<file path="src/rtl/seq_pkg.sv">
// Shared definitions for the 1011 sequence detector and its event monitor.
// Holds state encodings and the saturating increment used by all counters.
package seq_pkg;

  typedef enum logic {
    MON_IDLE  = 1'b0,
    MON_COUNT = 1'b1
  } mon_state_e;

  typedef enum logic [1:0] {
    DET_IDLE = 2'd0,
    DET_S1   = 2'd1,
    DET_S10  = 2'd2,
    DET_S101 = 2'd3
  } det_state_e;

  // Adds inc to val, holding at the all-ones value of a width-bit counter.
  function automatic logic [31:0] sat_inc(input logic [31:0] val, input logic inc,
                                          input int unsigned width);
    logic [31:0] max_val;
    max_val = (width >= 32) ? 32'hFFFF_FFFF : ((32'd1 << width) - 32'd1);
    sat_inc = (inc && (val < max_val)) ? (val + 32'd1) : val;
  endfunction

endpackage

</file>
<file path="src/rtl/seq_report_reg.sv">
// Depth-1 valid/ready report holding register; a new report overwrites an
// unaccepted one and flags the loss through overrun.
module seq_report_reg
  import seq_pkg::*;
#(
  parameter int unsigned CNT_W = 8
) (
  input  logic             clk,
  input  logic             reset,
  input  logic             clear,
  input  logic             load_i,
  input  logic [CNT_W-1:0] count_i,
  input  logic             ready_i,
  output logic             valid_o,
  output logic [CNT_W-1:0] count_o,
  output logic             overrun_o
);

  logic             valid_q, valid_d;
  logic [CNT_W-1:0] count_q, count_d;
  logic             ovr_q, ovr_d;

  // Overrun only when the held report is still pending at the load edge.
  always_comb begin
    valid_d = valid_q;
    count_d = count_q;
    ovr_d   = ovr_q;
    if (load_i) begin
      valid_d = 1'b1;
      count_d = count_i;
      ovr_d   = valid_q & ~ready_i;
    end else if (valid_q && ready_i) begin
      valid_d = 1'b0;
    end
  end

  always_ff @(posedge clk or posedge reset) begin
    if (reset) begin
      valid_q <= 1'b0;
      count_q <= '0;
      ovr_q   <= 1'b0;
    end else if (clear) begin
      valid_q <= 1'b0;
      count_q <= '0;
      ovr_q   <= 1'b0;
    end else begin
      valid_q <= valid_d;
      count_q <= count_d;
      ovr_q   <= ovr_d;
    end
  end

  assign valid_o   = valid_q;
  assign count_o   = count_q;
  assign overrun_o = ovr_q;

endmodule

</file>
<file path="src/rtl/seq_event_monitor.sv">
// Windowed rate monitor for detector strobes: counts events per window,
// reports each window through a valid/ready port, keeps a saturating total.
module seq_event_monitor
  import seq_pkg::*;
#(
  parameter int unsigned CNT_W = 8,
  parameter int unsigned WIN_W = 16,
  parameter int unsigned TOT_W = 16
) (
  input  logic             clk,
  input  logic             reset,
  input  logic             seq_seen,
  input  logic             enable,
  input  logic             clear,
  input  logic [WIN_W-1:0] win_len,
  output logic             rpt_valid,
  input  logic             rpt_ready,
  output logic [CNT_W-1:0] rpt_count,
  output logic             rpt_overrun,
  output logic [TOT_W-1:0] total_count,
  output logic             busy
);

  mon_state_e       state_q, state_d;
  logic [WIN_W-1:0] win_left_q, win_left_d;
  logic [CNT_W-1:0] win_cnt_q, win_cnt_d;
  logic [TOT_W-1:0] total_q, total_d;
  logic [WIN_W-1:0] win_reload;
  logic             rpt_load;
  logic [CNT_W-1:0] rpt_value;

  // A zero length behaves as a one-cycle window.
  assign win_reload = (win_len == '0) ? '0 : (win_len - WIN_W'(1));

  always_comb begin
    state_d    = state_q;
    win_left_d = win_left_q;
    win_cnt_d  = win_cnt_q;
    total_d    = total_q;
    rpt_load   = 1'b0;
    rpt_value  = '0;
    unique case (state_q)
      MON_IDLE: begin
        if (enable) begin
          state_d    = MON_COUNT;
          win_left_d = win_reload;
          win_cnt_d  = '0;
        end
      end
      MON_COUNT: begin
        total_d = TOT_W'(sat_inc(32'(total_q), seq_seen, TOT_W));
        if (win_left_q != '0) begin
          win_left_d = win_left_q - WIN_W'(1);
          win_cnt_d  = CNT_W'(sat_inc(32'(win_cnt_q), seq_seen, CNT_W));
        end else begin
          // Last window cycle: its own event is part of the report.
          rpt_load  = 1'b1;
          rpt_value = CNT_W'(sat_inc(32'(win_cnt_q), seq_seen, CNT_W));
          win_cnt_d = '0;
          if (enable) begin
            win_left_d = win_reload;
          end else begin
            state_d = MON_IDLE;
          end
        end
      end
      default: state_d = MON_IDLE;
    endcase
  end

  always_ff @(posedge clk or posedge reset) begin
    if (reset) begin
      state_q    <= MON_IDLE;
      win_left_q <= '0;
      win_cnt_q  <= '0;
      total_q    <= '0;
    end else if (clear) begin
      state_q    <= MON_IDLE;
      win_left_q <= '0;
      win_cnt_q  <= '0;
      total_q    <= '0;
    end else begin
      state_q    <= state_d;
      win_left_q <= win_left_d;
      win_cnt_q  <= win_cnt_d;
      total_q    <= total_d;
    end
  end

  seq_report_reg #(
    .CNT_W(CNT_W)
  ) u_report (
    .clk      (clk),
    .reset    (reset),
    .clear    (clear),
    .load_i   (rpt_load),
    .count_i  (rpt_value),
    .ready_i  (rpt_ready),
    .valid_o  (rpt_valid),
    .count_o  (rpt_count),
    .overrun_o(rpt_overrun)
  );

  assign total_count = total_q;
  assign busy        = (state_q == MON_COUNT);

endmodule

</file>
<file path="config.mk">
export PLATFORM = sky130hd
export DESIGN_NAME = seq_event_monitor
export DESIGN_NICKNAME = d
export VERILOG_FILES = /design/src/rtl/seq_pkg.sv /design/src/rtl/seq_report_reg.sv /design/src/rtl/seq_event_monitor.sv
export SDC_FILE = /design/constraint.sdc
export NUM_CORES = 1
export LEC_CHECK = 0
export ABC_AREA = 1
export CORE_MARGIN = 3
export CORE_UTILIZATION = 40
export CTS_CLUSTER_SIZE = 24
export DETAILED_ROUTE_END_ITERATION = 10
export GPL_TIMING_DRIVEN = 1
export PLACE_DENSITY = 0.61
export SETUP_SLACK_MARGIN = 0.2
export SYNTH_ARGS = -nofsm -noshare
export SYNTH_HDL_FRONTEND = slang
export SYNTH_SLANG_ARGS = --single-unit
</file>
<file path="constraint.sdc">
create_clock -name clk -period 2.1 [get_ports clk]
set_input_delay 0.315 -clock clk [delete_from_list [all_inputs] [get_ports clk]]
set_output_delay 0.315 -clock clk [all_outputs]
set_load 0.005 [all_outputs]
</file>
==> reports/metrics.yaml <==
fp-row-count: 33
port_buffers: 48
dp_hpwl_mm: 6.71
grt.overflow.total: 0
routed_wl_mm: 8.78
layout-drive-gt1-share: 0.0815
synth.avg_cell_area_um2: 6.60
viasPerCell: 4.97
vias: 3450
relSlewSlack: 0.707
period_minus_slack_ns: 1.76
hp-class: "primary input to async pin"
post-route-util: 0.515
diodes: 0
peakVddDrop_mv: 0.253
worstSetupPathType: "flip-flop to flip-flop"
worstMarginPinSlew_ns: 0.438
reg2reg_setup_slack_ns: 0.34
hold_viol: 0
async_flop_share: 1.00
clockBufferDepth: 2
syn_inst: 534
rsz0062_at_grt: "yes"
htree_levels: 2
outcome: "finished clean"
antenna_found_initial: 0
cellPowerDensity_mw_per_mm2: 510
dr.first_iter.drc_count: 151
ys_warn_count: 0
grt_start_max_net_pins: 52
drv_cap: 0
setup_viol_count_final: 0
worst-endpoint-required_ns: 2.32
place_inst: 687
p_switching_uw: 714
p_int_uw: 1490
switching_share: 0.325
cts_tree: "done"
initial_core_util: 0.421
cts_setup_buffers: 0
netlist.area_leader.share: 0.362
finalMaxSlewViolations: 0
drt_pass1_iterations: 4
fin_setup_tns_ns: 0
grt_pass1_vias: 3167
clock.fmax_ghz: 0.568
hold_buffers: 0
grt.total_usage: 0.181
p_leak_uw: 0.00199
syn_to_final_growth_pct: 22.4
syn_nets: 560
clock_sinks: 51
synth_edf_count: 0
stdcell_count: 694
die_w_um: 99.9
startpoint_type: "flip-flop"
seq_area_frac_synth: 0.362
route.antenna.remaining_nets: 0
fin_nets: 615
io_pins: 49
yosysTopAreaCell: "dfrtp_1"
gp_congestion: 0.869
min_period_over_period: 0.839
syn-cell-area_mm2: 0.00353
clk_latency_ns: 0.30
die_area_mm2: 0.00998
drc: 0
ys.flop_type: "dfrtp_1"
die_h_um: 99.9
cts_root_buf: "clkbuf_8"
synth_area_leaders: "dfrtp_1 36%, nand2_1 18%, nor2_1 8.1%"
cts_buffers: 5
grt_pass1_wl_mm: 14.9
combPwrFrac: 0.252
cts.clk_slew.worst_paths_ns: 0.10
ys_seq_elements: 51
finClkSkew_ns: 0.00774
routedWlPerCell_um: 12.7
synth.distinct_cells: 32
cp-end-kind: "flip-flop"
coreArea_mm2: 0.00838
power_frac_seq: 0.498
arrival_ns: 1.98
crit_fanout: 8
clkPwrFrac: 0.250
==> metal layers <==
layer | part of all wire | routed length, um | vias to the layer above | global-route usage
met4 | 0.012 | 104 | 0 | 0.0389
met5 | 0 | 0 | - | 0
met2 | 0.46 | 4000 | 79 | 0.300
li1 | - | - | 1811 | -
met3 | 0.048 | 418 | 8 | 0.0278
met1 | 0.49 | 4260 | 1552 | 0.251
==> final cells by class <==
type                       instances  area [um2]
multi-input combinational        413        2000
clock buffer                       5        68.8
sequential                        51        1280
timing repair buffer              61         603
fill                             876        4070
clock inverter                     2        13.8
inverter                          57         216
tap                              105         131
==> flip-flops by register name, indices dropped and copies added, names as in the netlist <==
register,cells
total_count,16
win_left_q,16
u_report.count_o,8
win_cnt_q,8
busy,1
u_report.overrun_o,1
u_report.valid_o,1
==> cell usage in the layout, fill, tap and decap left out, drive strengths merged, types with 4 or more instances in the layout <==
cell	synthesis	routed
a21oi	18	18
xor2	27	27
o22ai	4	4
buf	5	13
nor3	12	12
ha	4	4
nor2	83	83
inv	56	56
nand4	7	7
clkbuf	8	5
clkdlybuf4s50	0	48
nand3	43	43
o21ai	37	37
nand2	170	170
dfrtp	51	51
==> kinds of logic after synthesis <==
kind of cell | count (synthesis) | share of synthesized area
AO/OA/AOI/OAI | 62 | 0.0948
XOR/XNOR | 29 | 0.0720
adder cells (fa/ha/maj) | 4 | 0.0142
buffers and inverters | 70 | 0.0802
flip-flops | 51 | 0.362
AND/OR/NAND/NOR | 318 | 0.377
==> worst max-delay path: stages, from the launching register on <==
cell     delay (ns)
dfrtp_1        0.39
inv_1          0.06
ha_2           0.18
nand3_2        0.12
nor2_2         0.07
nand3_2        0.07
nand2_4        0.10
nor2_2         0.30
inv_1          0.19
o21ai_0        0.20
==> synth_stat cells, types with 3 or more instances <==
master    number
nor3_1        12
xor2_1        27
o21ai_1        4
o22ai_1        4
ha_1           4
nor2_1        76
inv_1         53
dfrtp_1       51
o21ai_0       32
nor2_2         6
a21oi_1       16
nand4_1        7
nand3_1       42
nand3b_1       3
nand2_1      168
clkbuf_1       8
==> power by group through the flow <==
stage | Clock (uW) | Combinational (uW) | Sequential (uW)
final | 551 | 554 | 1090
after global routing | 620 | 628 | 1100
after CTS | 584 | 549 | 1090
after detailed placement | 0 | 542 | 1110
after global placement | 0 | 540 | 1110
after floorplan | 0 | 360 | 1100
==> worst paths after layout <==
kind                       depth (start not counted)                         endpoint                       startpoint
max in group asynchronous                          3          win_left_q[9]$_DFF_PP0_                            reset
hold reg to reg                                    2  u_report.count_o[5]$_DFFE_PP0P_  u_report.count_o[5]$_DFFE_PP0P_
min in group clk                                   2  u_report.count_o[5]$_DFFE_PP0P_  u_report.count_o[5]$_DFFE_PP0P_
hold / removal                                     3   u_report.overrun_o$_DFFE_PP0P_                            reset
setup reg to reg                                   9         win_cnt_q[2]$_DFFE_PP0P_          win_left_q[1]$_DFF_PP0_
setup / recovery                                   9         win_cnt_q[2]$_DFFE_PP0P_          win_left_q[1]$_DFF_PP0_
==> timing repair <==
action	CTS	global route
pin swaps	0	1
endpoints found under the setup margin	13	48
gates resized for setup	1	13
==> metrics by stage <==
step | instance area (um2) | power [uW] | setup WS (ns) | hold slack, ns
after detailed placement | 4190 | 1650 | 0.00500 | 0.476
after global placement | 4190 | 1650 | 0.0598 | 0.471
after floorplan | 3530 | 1460 | 0.503 | 0.465
after CTS | 4280 | 2230 | 0.207 | 0.381
after global routing | 4310 | 2350 | 0.186 | 0.408
final | 4310 | 2200 | 0.339 | 0.358
Power figures use the tool's default switching activity.
==> edit: new RTL, same settings <==
Change the parameter `TOT_W` from 16 to 18.
--- a/src/rtl/seq_event_monitor.sv
+++ b/src/rtl/seq_event_monitor.sv
@@ -6,5 +6,5 @@
   parameter int unsigned CNT_W = 8,
   parameter int unsigned WIN_W = 16,
-  parameter int unsigned TOT_W = 16
+  parameter int unsigned TOT_W = 18
 ) (
   input  logic             clk,
Interface: changed (resized total_count); port bits go from 49 to 51. The function was not compared with the original's and may differ.
==> edit against the unedited design <==
Via count is 10% higher. Sequential power is 5% higher. Global-route usage is 0.68 points higher. Area after synthesis is 6.6% higher. Routed wire length is 9.1% higher. Final area is 8.0% higher. Worst setup slack worse by 0.027 ns. Total power is 11% higher. Sequential cell count is 2 higher. Critical endpoint is now win_cnt_q[3].
==> edit: results (changes against the unedited design) <==
| Metric | Value |
|---|---|
| Global-route wire length before repair | `16.35 mm (+9.9%)` |
| Fraction of registers with async set/reset | `100.0% (unchanged)` |
| Later-pin clock latency in the skew report | `0.31 ns` |
| Non-CTS buffers | `75 (+23%)` |
| Met1 global-route usage | `25.48% (+0.35 points)` |
| GR Util met2 | `31.92% (+1.9 points)` |
| Cell leakage power | `2.154 nW (+8.0%)` |
| Synth Register Bits | `53 (+3.9%)` |
| Port buffer count | `50 (+4.2%)` |
| # nets final | `675 (+9.8%)` |
| Reg2Reg Depth | `10 (+1)` |
| Synth top cells by count | `nand2_1 (203), nor2_1 (84), nand3_1 (58)` |
| Slew headroom | `72.52% (+1.8 points)` |
| Non-clock inverters | `62 (+8.8%)` |
| Yosys cell types | `38 (+19%)` |
| Layout clock area frac | `2.470% (+0.56 points)` |
| Critical path arrival | `2.02 ns (+0.04 ns)` |
| WL/cell | `12.64 um (-0.16%)` |
| H-tree depth | `2 (unchanged)` |
| Largest net degree at the start of global routing | `24 (-54%)` |
| Status | `finished, final reports clean` |
| GRT met3 Usage | `2.436% (-0.34 points)` |
| Total track usage | `18.80% (+0.68 points)` |
| Placer Congestion | `0.8472 (-2.6%)` |
| Initial antenna violation count | `0 (unchanged)` |
| Routed vias/inst | `5.008 (+0.74%)` |
| Initial DRC Count | `201 (+33%)` |
| Crit Path Class | `reg2reg` |
| Multi-input gate share of total cell area | `45.88% (-0.55 points)` |
| Multi-input gate count | `452 (+9.4%)` |
| Final HPWL DP | `7.355 mm (+9.6%)` |
| Drt first pass iters | `5 (+1)` |
| Setup Skew | `0.006561 ns (-0.001175 ns)` |
| Clock Tree Buf Depth | `2 (unchanged)` |
| Remaining DRCs | `0 (unchanged)` |
| Worst VDD drop | `0.2480 mV (-1.9%)` |
| Reg2reg setup slack | `0.31 ns (-0.03 ns)` |
| Vias in the first global route | `3671 (+16%)` |
| Seq/total area | `28.56% (-1.0 points)` |
| Worst flop-to-flop path startpoint | `win_cnt_q[0]` |
| Reg2reg end | `win_cnt_q[3]` |
| CLK BUF | `5 (unchanged)` |
| Pint | `1.672 mW (+12%)` |
| Seq/Total Area, Yosys | `35.29% (-0.91 points)` |
| Worst Path Max Fanout | `9 (+1)` |
| Top post-synthesis cells by area | `dfrtp_1 (35%), nand2_1 (20%), nor2_1 (8.4%)` |
| Buffering overhead | `15.09% (+1.1 points)` |
| Share of layout cells above drive strength 1 | `10.77% (+2.6 points)` |
| Syn_nets | `605 (+8.0%)` |
| Fillers | `887 (+1.3%)` |
==> edit: per-stage QoR <==
step                      worst slack, ns  area, um2  power [mW]  util, %  instances
after detailed placement          0.01911       4476       1.732    50.10        746
after global placement            0.07223       4476       1.724    50.10        746
after floorplan                    0.4294       3759       1.532        -        579
after global routing               0.1708       4661       2.601    52.17        758
final                              0.3112       4661       2.451    52.17        758
after CTS                          0.2193       4597       2.471    51.46        754
==> edit: power groups by stage <==
stage | combinational (mW) | clock [mW] | sequential (mW)
after floorplan | 0.397 | 0 | 1.13
after global placement | 0.572 | 0 | 1.15
after detailed placement | 0.579 | 0 | 1.15
after CTS | 0.583 | 0.754 | 1.13
after global routing | 0.672 | 0.784 | 1.15
final | 0.587 | 0.727 | 1.14
==> edit: worst min-delay path by stage <==
stage / start / slack, ns / to
after floorplan: u_report.count_o[1] / 0.47 / u_report.count_o[1]
after global placement: u_report.count_o[1] / 0.46 / u_report.count_o[1]
after detailed placement: u_report.count_o[5] / 0.47 / u_report.count_o[5]
after CTS: reset / 0.31 / total_count[14]
after global routing: reset / 0.32 / total_count[14]
final: reset / 0.31 / total_count[14]
==> edit: repair_timing <==
| action | 4_1_cts | 5_1_grt |
|---|---|---|
| endpoints found under the setup margin | 6 | 35 |
| resized for setup | 3 | 17 |
| pin swaps | 0 | 4 |
| setup buffers | 0 | 4 |
==> edit: kinds of logic (layout without fill, tap and decap cells) <==
kind of cell	after synthesis	count (layout)	synth area share, %
flops	53	53	35.29
xor+xnor	21	21	4.894
buf+inv	74	145	8.688
compound gates	59	59	8.522
fa+ha+maj	4	4	1.332
simple gates	368	368	41.28
==> edit: metal layers <==
layer  routed length (um)  up-vias  part of all wire [%]
met3                  322        8                   3.4
met2                 4663       66                    49
li1                     -     1965                     -
met4                   78        0                  0.81
met1                 4515     1757                    47
met5                    0        -                     0
